===== src/rtl/nested_loop_counter_if.sv =====
// Control and status bundle of the nested loop-index counter.
// The master side (controller) drives clear, advance, mode and bounds;
// the slave side (the counter) returns indices, carries and done flags.
interface nested_loop_counter_if #(
    parameter int WIDTH  = 5,
    parameter int LEVELS = 3
);

    logic                      clr;
    logic                      count_en;
    logic                      mode;
    logic [LEVELS*WIDTH-1:0]   bounds;
    logic [LEVELS*WIDTH-1:0]   count;
    logic [LEVELS-1:0]         level_carry;
    logic                      done;
    logic                      done_pulse;

    modport master (
        output clr,
        output count_en,
        output mode,
        output bounds,
        input  count,
        input  level_carry,
        input  done,
        input  done_pulse
    );

    modport slave (
        input  clr,
        input  count_en,
        input  mode,
        input  bounds,
        output count,
        output level_carry,
        output done,
        output done_pulse
    );

endinterface


===== src/rtl/nested_loop_counter.sv =====
// Multi-level cascaded loop-index counter with per-level programmable trip
// counts. Level 0 is the fastest index. Saturate mode stops on a sticky done
// after one full nest; wrap mode runs continuously and only pulses done_pulse.
module nested_loop_counter #(
    parameter int WIDTH  = 5,
    parameter int LEVELS = 3
) (
    input  logic                 clk,
    input  logic                 rst,
    nested_loop_counter_if.slave bus
);

    logic [WIDTH-1:0]  cnt_q [LEVELS];
    logic [WIDTH-1:0]  cnt_d [LEVELS];
    logic              done_q;
    logic              done_d;
    logic              donePulse_q;
    logic              donePulse_d;
    logic [LEVELS-1:0] carry_w;
    logic              adv_w;
    logic              terminal_w;

    // Carry chain and next-state: a level steps when every faster level is
    // at its terminal index; ">=" lets a lowered bound force a wrap.
    always_comb begin
        logic             chain;
        logic [WIDTH-1:0] effBound;
        logic [WIDTH-1:0] boundM1;
        logic             isLast;

        adv_w    = bus.count_en & ~done_q & ~bus.clr;
        chain    = adv_w;
        carry_w  = '0;
        effBound = '0;
        boundM1  = '0;
        isLast   = 1'b0;
        for (int i = 0; i < LEVELS; i++) begin
            effBound = bus.bounds[i*WIDTH +: WIDTH];
            if (effBound == '0) begin
                effBound = WIDTH'(1);
            end
            boundM1 = effBound - WIDTH'(1);
            isLast  = (cnt_q[i] >= boundM1);
            cnt_d[i] = cnt_q[i];
            if (bus.clr) begin
                cnt_d[i] = '0;
            end else if (chain) begin
                cnt_d[i] = isLast ? '0 : (cnt_q[i] + WIDTH'(1));
            end
            chain      = chain & isLast;
            carry_w[i] = chain;
        end

        terminal_w = carry_w[LEVELS-1];

        done_d = done_q;
        if (bus.clr) begin
            done_d = 1'b0;
        end else if (terminal_w && !bus.mode) begin
            done_d = 1'b1;
        end

        donePulse_d = terminal_w & ~bus.clr;
    end

    // State registers; reset clears every index and both done flags at once.
    always_ff @(posedge clk or posedge rst) begin
        if (rst) begin
            for (int i = 0; i < LEVELS; i++) begin
                cnt_q[i] <= '0;
            end
            done_q      <= 1'b0;
            donePulse_q <= 1'b0;
        end else begin
            for (int i = 0; i < LEVELS; i++) begin
                cnt_q[i] <= cnt_d[i];
            end
            done_q      <= done_d;
            donePulse_q <= donePulse_d;
        end
    end

    // Pack the per-level indices onto the flat count bus.
    always_comb begin
        bus.count = '0;
        for (int i = 0; i < LEVELS; i++) begin
            bus.count[i*WIDTH +: WIDTH] = cnt_q[i];
        end
    end

    assign bus.level_carry = carry_w;
    assign bus.done        = done_q;
    assign bus.done_pulse  = donePulse_q;

endmodule


===== src/flat_wrapper.sv =====
// flat-port wrapper written by rule: the top's interface ports become plain ports
module nested_loop_counter_flat 
#(
    parameter int WIDTH  = 5,
    parameter int LEVELS = 3
)
  (clk, rst, bus_clr, bus_count_en, bus_mode, bus_bounds, bus_count, bus_level_carry, bus_done, bus_done_pulse);
  nested_loop_counter_if #(.WIDTH(WIDTH), .LEVELS(LEVELS)) bus_i ();
  input  logic clk;
  input  logic rst;
  input wire logic [$bits(bus_i.clr)-1:0] bus_clr;
  input wire logic [$bits(bus_i.count_en)-1:0] bus_count_en;
  input wire logic [$bits(bus_i.mode)-1:0] bus_mode;
  input wire logic [$bits(bus_i.bounds)-1:0] bus_bounds;
  output wire logic [$bits(bus_i.count)-1:0] bus_count;
  output wire logic [$bits(bus_i.level_carry)-1:0] bus_level_carry;
  output wire logic [$bits(bus_i.done)-1:0] bus_done;
  output wire logic [$bits(bus_i.done_pulse)-1:0] bus_done_pulse;
  assign bus_i.clr = bus_clr;
  assign bus_i.count_en = bus_count_en;
  assign bus_i.mode = bus_mode;
  assign bus_i.bounds = bus_bounds;
  assign bus_count = bus_i.count;
  assign bus_level_carry = bus_i.level_carry;
  assign bus_done = bus_i.done;
  assign bus_done_pulse = bus_i.done_pulse;
  nested_loop_counter #(.WIDTH(WIDTH), .LEVELS(LEVELS)) u_core (.clk(clk), .rst(rst), .bus(bus_i));
endmodule

===== config.mk =====
export PLATFORM = sky130hd
export DESIGN_NAME = nested_loop_counter_flat
export DESIGN_NICKNAME = d
export VERILOG_FILES = /design/src/rtl/nested_loop_counter_if.sv /design/src/rtl/nested_loop_counter.sv /design/src/flat_wrapper.sv
export SDC_FILE = /design/constraint.sdc
export NUM_CORES = 1
export LEC_CHECK = 0
export BUFFER_PORTS_ARGS = -buffer_cell sky130_fd_sc_hd__buf_2
export CAP_MARGIN = 20
export CORE_ASPECT_RATIO = 1.25
export CORE_MARGIN = 2
export CORE_UTILIZATION = 50
export CTS_CLUSTER_SIZE = 40
export DETAILED_ROUTE_END_ITERATION = 6
export GPL_ROUTABILITY_DRIVEN = 1
export GPL_TIMING_DRIVEN = 0
export PLACE_DENSITY = 0.85
export SYNTH_ARGS = -nofsm -noshare
export SYNTH_HDL_FRONTEND = slang
export SYNTH_SLANG_ARGS = --single-unit

===== constraint.sdc =====
create_clock -name clk -period 2.3 [get_ports clk]
set_input_delay 0 -clock clk [delete_from_list [all_inputs] [get_ports clk]]
set_output_delay 0 -clock clk [all_outputs]
set_load 0.005 [all_outputs]

==> qor.yml, run 1 <==
layout:
  drive_above_1_share_pct: 25.0
  diodes: 0
  stdcell_area_um2: 1800
  num-fill-cells: 282
  final_cells: 256
  nNetsFinal: 262
  utilization_pct: 62.3
  synthToLayoutAreaGrowth_pct: 20.7
cts:
  clk_pin_slew_ns: 0.10
  clockBufferDepth: 2
  numCtsBuffers: 3
  cts_tree: "built"
  insertion_delay_ns: 0.30
  ctsRootBufferMaster: "clkbuf_4"
  clock_sinks: 17
  htree_levels: 1
global_route:
  antenna_found_initial: 0
  gr-total-overflow: 0
  grt_max_degree: 18
  track_usage_pct: 21.7
  grt_pass1_vias: 1382
  grt_pass1_wl_um: 5750
floorplanning:
  rows: 22
  dieArea_um2: 3440
  die_h_um: 65.1
  start_util_pct: 51.6
  io_pins: 40
  core_um2: 2890
  die_w_um: 52.9
place:
  dp_hpwl_um: 2570
  dp.cells: 249
  placed_area_um2: 1730
  portBuffers: 39
  place_congestion: 0.821
setup_path:
  r2r-end: "u_core.bus.count[12]"
  reg2reg_from: "u_core.bus.count[13]"
  required_ns: 2.30
  cp-start-kind: "register"
  crit_fanout: 9
  startpoint: "u_core.bus.count[13]"
  reg2reg_slack_ns: 0.21
  end_kind: "primary output"
  crit_type: "reg2out"
  rr_worst_depth: 6
  crit_arrival_ns: 2.12
drt:
  drt.antenna.violating_nets: 0
  num_vias: 1424
  avgRoutedWirePerCell_um: 12.6
  wl_um: 3230
  drtIter0Drc: 19
  drc_errors: 0
  firstDrtPassIters: 4
  vias_per_cell: 5.56
sta:
  fmax_mhz: 471
  fin_crit_ns: 2.12
  hold_viol_final: 0
  worst_slew_pin_slew_ns: 0.660
  fin_crit_sh_pct: 92.2
  hold_ws_ns: 0.0877
  tns_ns: 0
  rsz0062_at_grt: "false"
  final-setup-viol-count: 0
  fin_skew_ns: 0.00180
  relSlewSlack_pct: 55.9
  slew_viol_final: 0
power_and_ir_drop:
  p_switching_w: 0.000227
  power.leakage_nw: 0.895
  vdd_drop_max_v: 0.000301
  switching_share_pct: 33.1
  power-per-cell-area_nw_per_um2: 380
  combPwrFrac_pct: 27.9
  clockPowerShare_pct: 24.7
  seqPwrFrac_pct: 47.3
  p_int_w: 0.000458
worst_hold_path:
  hold_end: "u_core.bus.count[14]"
  hold_path_startpoint: "bus_clr"
  hold_depth: 3
  min-delay-path-class: "in2reg"
synthesis:
  synth-seq-cells: 17
  syn_nets: 215
  syn_inst: 174
  ys_types: 42
  ys.warnings.count: 0
  syn_area_per_cell_um2: 8.58
  synth_top_area_cell: "dfrtp_1"
  netlist_area_um2: 1490
  ys_top_cells_by_area: "dfrtp_1 28%, ha_1 18%, inv_1 4.5%, nand2_1 3.8%, a21oi_1 3.7%"
  yosysSeqAreaShare_pct: 28.5
  synth_top_area_share_pct: 28.5
job:
  max-cap-violations: 0
run_status:
  outcome: "complete, no violations"
[flip-flops by register name (all words and copies together) (netlist names)]
register               cells
u_core.bus.count          15
u_core.bus.done            1
u_core.bus.done_pulse      1
[how the worst max path moves through the flow]
stage	endpoint	slack, ns	cells past startpoint
after global placement	u_core.bus.count[13]	-0.1	12
after floorplan	u_core.bus.count[9]	0.34	10
final	bus_level_carry[2]	0.18	7
after detailed placement	u_core.bus.count[13]	-0.15	12
after global routing	bus_level_carry[2]	0.03	7
after CTS	u_core.bus.count[13]	0.09	6
[through the flow]
step	worst slack [ns]	power (W)
2_1_floorplan	0.341	0.000453
3_3_place_gp	-0.0993	0.000511
3_5_place_dp	-0.155	0.000518
4_1_cts	0.0913	0.000683
5_1_grt	0.0260	0.000732
6_report	0.178	0.000685
[area by class of cell]
type | count | area (µm²) | area share, %
buffer | 4 | 22.5 | 1.25
clock buffer | 4 | 26.3 | 1.46
inverter | 19 | 71.3 | 3.96
multi-input combinational | 134 | 988 | 54.9
sequential | 17 | 425 | 23.6
tap | 36 | 45.0 | 2.50
timing repair buffer | 42 | 223 | 12.4
[kinds of logic after synthesis]
kind of cell,share of synthesized area (%)
AND/OR/NAND/NOR,20.7
AO/OA/AOI/OAI,21.4
buffers and inverters,6.29
adder cells (fa/ha/maj),17.6
flip-flops,28.5
XOR/XNOR,3.52
multiplexers,2.01
[repair_timing]
action                     CTS  global route
resized for setup            0             2
hold buffers                 2             0
buffers inserted             0             1
setup endpoints to repair    0             3
hold endpoints to repair    18             0
[critical path, cell delays in order (launching register included)]
cell      delay, ns
dfrtp_1        0.46
ha_1           0.35
a21oi_1        0.13
nand2_1        0.11
a211oi_4       0.45
nor2_1         0.07
buf_4          0.14
buf_2          0.11
[synthesized netlist by cell type]
master / count
o2111ai_1: 5
nor3b_4: 1
nor2b_1: 5
dfrtp_1: 17
a22oi_1: 1
a21oi_4: 1
nand4b_1: 1
nor2_1: 12
nand3_1: 10
and3_1: 1
inv_2: 1
or3_1: 1
or4_1: 1
xnor2_1: 3
o211ai_1: 2
mux2i_1: 3
xor2_1: 3
a211oi_1: 3
nor3_1: 4
inv_1: 18
nand4_1: 4
o311ai_1: 1
a31o_2: 2
o21a_1: 1
o21ai_1: 1
a21boi_2: 1
and2_1: 1
nand3b_1: 1
o21ai_0: 5
a211oi_2: 1
o31ai_1: 1
a31oi_1: 2
buf_4: 2
nand2b_1: 2
ha_1: 21
o21ai_2: 1
clkbuf_1: 2
o32ai_1: 4
and3_2: 1
a21o_1: 1
nand2_1: 15
a21oi_1: 11
[cells in the final DEF, fill, tap and decap left out, types with 3 or more instances in the layout]
cell / instances
buf_2: 39
xor2_1: 3
o21ai_0: 5
ha_1: 21
a211oi_1: 3
nand4_1: 4
buf_4: 3
clkbuf_1: 3
nand3_1: 10
clkbuf_4: 3
xnor2_1: 3
nand2_1: 15
inv_1: 18
mux2i_1: 3
nor2b_1: 5
o2111ai_1: 5
nor2_1: 12
a21oi_1: 11
o32ai_1: 3
dfrtp_1: 17
nor3_1: 4
[per-layer routing]
| layer | wire length (µm) | vias to the layer above | track usage [%] |
|---|---|---|---|
| met5 | 0 | - | 0 |
| met4 | 42 | 0 | 8.33 |
| met3 | 111 | 5 | 2.95 |
| met2 | 1660 | 31 | 37.3 |
| met1 | 1420 | 655 | 27.0 |
| li1 | - | 733 | - |
[power groups by stage]
stage | Combinational [W] | Clock [W] | Sequential [W]
floorplan | 0.000125 | 0 | 0.000329
global placement | 0.000181 | 0 | 0.000330
detailed placement | 0.000188 | 0 | 0.000330
CTS | 0.000192 | 0.000166 | 0.000325
global route | 0.000224 | 0.000181 | 0.000327
finish | 0.000191 | 0.000169 | 0.000324
Note: power is estimated with default switching activity, not from simulation.
==> inputs of run 2 (changes only) <==
Settings changed: CTS_BUF_LIST set to sky130_fd_sc_hd__clkbuf_2.
==> qor.yml, run 2 (same netlist as run 1, synthesis figures left out) <==
sta:
  hold_viol_final: 0  # unchanged
  tns_ns: 0  # unchanged
  final-setup-viol-count: 0  # unchanged
  fin_crit_ns: 2.12  # -0.00535 ns
  slew_viol_final: 0  # unchanged
  worst_slew_pin_slew_ns: 0.657  # -0.00331 ns
  fmax_mhz: 473  # +0.25%
  rsz0062_at_grt: "false"
  relSlewSlack_pct: 56.2  # +0.22 points
  fin_skew_ns: 0.00154  # -0.000252 ns
  fin_crit_sh_pct: 92.0  # -0.23 points
global_route:
  track_usage_pct: 21.8  # +0.047 points
  antenna_found_initial: 0  # unchanged
  grt_pass1_wl_um: 5800  # +0.85%
  grt_max_degree: 18  # unchanged
  grt_pass1_vias: 1415  # +2.4%
  gr-total-overflow: 0  # unchanged
power_and_ir_drop:
  power-per-cell-area_nw_per_um2: 369  # -2.9%
  vdd_drop_max_v: 0.000280  # -6.9%
  power.leakage_nw: 0.902  # +0.84%
cts:
  clock_sinks: 17  # unchanged
  cts_tree: "built"
  numCtsBuffers: 3  # unchanged
  clk_pin_slew_ns: 0.17  # +0.07 ns
  insertion_delay_ns: 0.31  # about the same
  htree_levels: 1  # unchanged
  clockBufferDepth: 2  # unchanged
  ctsRootBufferMaster: "clkbuf_2"
drt:
  firstDrtPassIters: 4  # unchanged
  wl_um: 3350  # +3.5%
  drc_errors: 0  # unchanged
  num_vias: 1451  # +1.9%
  vias_per_cell: 5.62  # +1.1%
  drtIter0Drc: 64  # +45
  drt.antenna.violating_nets: 0  # unchanged
  avgRoutedWirePerCell_um: 13.0  # +2.7%
job:
  max-cap-violations: 0  # unchanged
setup_path:
  crit_fanout: 10  # +1
  end_kind: "register"
  required_ns: 2.55  # +0.25 ns
  crit_type: "reg2reg"
  crit_arrival_ns: 2.37  # +0.25 ns
  startpoint: "u_core.bus.count[7]"
  reg2reg_from: "u_core.bus.count[7]"
  cp-start-kind: "register"
worst_hold_path:
  min-delay-path-class: "in2reg"
  hold_path_startpoint: "bus_clr"
layout:
  mostFrequentLayoutCell: "buf_2"
  utilization_pct: 62.4  # about the same
  layout_common_cells: "39 x buf_2, 21 x ha_1, 18 x inv_1, 17 x dfrtp_1, 15 x nand2_1"
  largest_reg_flops: 15  # unchanged
  synthToLayoutAreaGrowth_pct: 20.8  # about the same
  diodes: 0  # unchanged
  nNetsFinal: 264  # +0.76%
  drive_above_1_share_pct: 25.7  # +0.68 points
floorplanning:
  start_util_pct: 51.6  # unchanged
  core_um2: 2890  # unchanged
  die_w_um: 52.9  # unchanged
  die_h_um: 65.1  # unchanged
  rows: 22  # unchanged
  io_pins: 40  # unchanged
  dieArea_um2: 3440  # unchanged
place:
  dp_hpwl_um: 2570  # unchanged
  place_congestion: 0.821  # unchanged
  portBuffers: 39  # unchanged
run_status:
  outcome: "complete, no violations"
-- run 2: cell types whose count changed in the layout (fill, tap and decap cells not counted) --
cell / change
o32ai_2: -1
clkbuf_2: +4
buf_4: +2
o32ai_1: +1
clkbuf_4: -3
clkbuf_1: -1
-- run 2: final timing paths --
check / to / slack, ns / depth (start not counted)
setup / recovery: u_core.bus.count[7] / 0.18 / 7
hold / removal: u_core.bus.count[13] / 0.05 / 3
setup reg to reg: u_core.bus.count[7] / 0.18 / 7
hold reg to reg: u_core.bus.count[1] / 0.59 / 2
max in group asynchronous: u_core.bus.count[4] / 1.59 / 3
min in group asynchronous: u_core.bus.done_pulse / 0.30 / 3
-- run 2: area by class of cell --
| class | count | area (µm²) |
|---|---|---|
| fillers | 283 | 1090 |
| multi-input cells | 134 | 981 |
| flip-flops and latches | 17 | 425 |
| repair buffers | 44 | 238 |
| inverters | 19 | 71.3 |
| well taps | 36 | 45.0 |
| plain buffers | 4 | 22.5 |
| clock buffers | 4 | 20.0 |
-- run 2: per-layer routing --
metal	GRT usage, %	wire [µm]	part of all wire (%)
met5	0	0	0
met4	8.97	66	2.0
met2	37.7	1700	51
met1	27.0	1420	42
met3	2.27	162	4.8
-- run 2: power by group --
| group | leakage (nW) | switching (W) | internal [W] |
|---|---|---|---|
| logic | 0.650 | 0.000111 | 0.0000827 |
| registers | 0.236 | 0.0000144 | 0.000310 |
| clock network | 0.0166 | 0.000101 | 0.0000461 |
| total | 0.902 | 0.000227 | 0.000438 |
-- run 2: repair_timing --
item | 4_1_cts | 5_1_grt
buffers inserted | 0 | 3
hold buffers | 2 | 0
gates resized for setup | 0 | 1
hold endpoints to repair | 18 | 0
setup endpoints to repair | 0 | 3
-- run 2: worst max-delay path, stage by stage (launching register included) --
cell      delay (ns)
dfrtp_1         0.48
ha_1            0.33
a21oi_1         0.11
o21ai_0         0.11
a31oi_1         0.27
clkbuf_1        0.41
nand4b_1        0.16
a31oi_1         0.18
-- run 2: per-stage QoR --
stage / std cells / hold slack [ns] / instance area [µm²] / worst slack [ns] / power [W]
final: 258 / 0.0542 / 1800 / 0.184 / 0.000665
after global routing: 258 / 0.0713 / 1800 / 0.00645 / 0.000712
after CTS: 255 / 0.0468 / 1770 / 0.0558 / 0.000664
after detailed placement: 249 / 0.127 / 1730 / -0.155 / 0.000518
after global placement: 249 / 0.122 / 1730 / -0.0993 / 0.000511
after floorplan: 174 / -0.0739 / 1490 / 0.341 / 0.000453
==> inputs of run 3 (changes only) <==
Settings changed: CTS_BUF_LIST sky130_fd_sc_hd__clkbuf_2 to unset, HOLD_SLACK_MARGIN set to 0.08.
==> qor.yml, run 3 (same netlist as run 1, synthesis figures left out) <==
sta:
  hold_viol_final: 0  # unchanged
  relSlewSlack_pct: 55.9  # -0.22 points
  final-setup-viol-count: 0  # unchanged
  fin_crit_ns: 2.12  # +0.00535 ns
  layout_setup_ws_ns: 0.178  # -0.00535 ns
  fin_crit_sh_pct: 92.2  # +0.23 points
  worst_slew_pin_slew_ns: 0.660  # +0.00331 ns
  fmax_mhz: 471  # -0.25%
  fin_skew_ns: 0.00180  # +0.000252 ns
  slew_viol_final: 0  # unchanged
  rsz0062_at_grt: "false"
floorplanning:
  rows: 22  # unchanged
  die_w_um: 52.9  # unchanged
  core_um2: 2890  # unchanged
  start_util_pct: 51.6  # unchanged
  die_h_um: 65.1  # unchanged
  dieArea_um2: 3440  # unchanged
  io_pins: 40  # unchanged
drt:
  avgRoutedWirePerCell_um: 12.6  # -2.7%
  drc_errors: 0  # unchanged
  vias_per_cell: 5.55  # -1.3%
  drt.antenna.violating_nets: 0  # unchanged
  drtIter0Drc: 21  # -67%
  num_vias: 1426  # -1.7%
  firstDrtPassIters: 4  # unchanged
  wl_um: 3240  # -3.1%
cts:
  clock_sinks: 17  # unchanged
  clk_pin_slew_ns: 0.10  # -0.07 ns
  htree_levels: 1  # unchanged
  numCtsBuffers: 3  # unchanged
  ctsRootBufferMaster: "clkbuf_4"
  insertion_delay_ns: 0.30  # about the same
  clockBufferDepth: 2  # unchanged
  cts_tree: "built"
run_status:
  outcome: "complete, no violations"
setup_path:
  required_ns: 2.30  # -0.25 ns
  r2r-end: "u_core.bus.count[12]"
  cp_top_family: "compound AO/OA/AOI/OAI gates"
  end_kind: "primary output"
  reg2reg_from: "u_core.bus.count[13]"
  rr_worst_depth: 6  # -1
  critPathMaxStageDelay_ns: 0.46  # -0.02 ns
  slowest_stage: "dfrtp_1"
  reg2reg_slack_ns: 0.21  # +0.03 ns
  crit_type: "reg2out"
  crit_chain: "ha_1 -> a21oi_1 -> nand2_1 -> a211oi_4 -> nor2_1 -> buf_4 -> buf_2"
  crit_fanout: 9  # -1
  critPathBufInv: 2  # +1
  crit_arrival_ns: 2.12  # -0.25 ns
  cp-start-kind: "register"
global_route:
  antenna_found_initial: 0  # unchanged
  track_usage_pct: 21.7  # -0.047 points
  grt_pass1_wl_um: 5750  # -0.85%
  gr-total-overflow: 0  # unchanged
  grt_pass1_vias: 1382  # -2.3%
  grt_max_degree: 18  # unchanged
worst_hold_path:
  hold_end: "u_core.bus.count[4]"
  hold_depth: 4  # +1
  min-delay-path-class: "in2reg"
  hold_path_startpoint: "bus_count_en"
place:
  pre_cts_slack_ns: -0.155  # unchanged
  place_congestion: 0.821  # unchanged
  dp_hpwl_um: 2570  # unchanged
  placed_area_um2: 1730  # unchanged
  portBuffers: 39  # unchanged
layout:
  drive_above_1_share_pct: 24.9  # -0.79 points
  stdcell_area_um2: 1810  # +0.49%
  diodes: 0  # unchanged
  mostFrequentLayoutCell: "buf_2"
  synthToLayoutAreaGrowth_pct: 21.4
  utilization_pct: 62.7  # +0.30 points
  largest_reg_flops: 15  # unchanged
  nNetsFinal: 263  # -0.38%
  layout_common_cells: "39 x buf_2, 21 x ha_1, 18 x inv_1, 17 x dfrtp_1, 15 x nand2_1"
power_and_ir_drop:
  vdd_drop_max_v: 0.000301  # +7.5%
  power.leakage_nw: 0.899  # -0.37%
  power-per-cell-area_nw_per_um2: 379  # +2.6%
job:
  max-cap-violations: 0  # unchanged
## run 3: area by class of cell
cell class                 count  area, µm²
timing repair buffer          43        233
clock buffer                   4       26.3
tap                           36       45.0
inverter                      19       71.3
multi-input combinational    134        988
sequential                    17        425
buffer                         4       22.5
fill                         281       1080
## run 3: worst reg2reg max path, cell delays in order, from the launching register on
cell	delay, ns
dfrtp_1	0.46
ha_1	0.35
a21oi_1	0.13
nand2_1	0.11
a211oi_4	0.45
nand3_1	0.22
o32ai_1	0.28
## run 3: worst max path at each step
stage,from,endpoint,slack [ns],cells past startpoint
2_1_floorplan,bus_bounds[9],u_core.bus.count[9],0.34,10
3_3_place_gp,bus_bounds[13],u_core.bus.count[13],-0.1,12
3_5_place_dp,bus_bounds[11],u_core.bus.count[13],-0.15,12
4_1_cts,u_core.bus.count[13],u_core.bus.count[13],0.09,6
5_1_grt,u_core.bus.count[13],bus_level_carry[2],0.03,7
6_report,u_core.bus.count[13],bus_level_carry[2],0.18,7
## run 3: what timing repair did
item                                   CTS  global route
hold buffers                             3             0
resized for setup                        0             2
setup endpoints to repair                0             3
endpoints found under the hold margin   19             0
buffers inserted                         0             1
## run 3: where the power goes
| group | switching (W) | total (W) | internal, W |
|---|---|---|---|
| Clock | 0.000102 | 0.000169 | 0.0000677 |
| Combinational | 0.000111 | 0.000192 | 0.0000819 |
| Sequential | 0.0000147 | 0.000324 | 0.000309 |
| Total | 0.000227 | 0.000686 | 0.000459 |
## run 3: metrics by stage
stage	TNS, ns	hold slack (ns)	power [W]	std cells
finish	0	0.152	0.000686	257
global route	0	0.177	0.000734	257
CTS	0	0.164	0.000684	256
detailed placement	-0.371	0.127	0.000518	249
global placement	-0.171	0.122	0.000511	249
floorplan	0	-0.0739	0.000453	174
## run 3: metal layers
layer  up-vias  global-route usage [%]  share of wire (%)
met1       655                    27.0                 44
met5         -                       0                  0
met2        31                    37.3                 51
met3         5                    2.95                3.4
met4         0                    8.33                1.3
li1        735                       -                  -
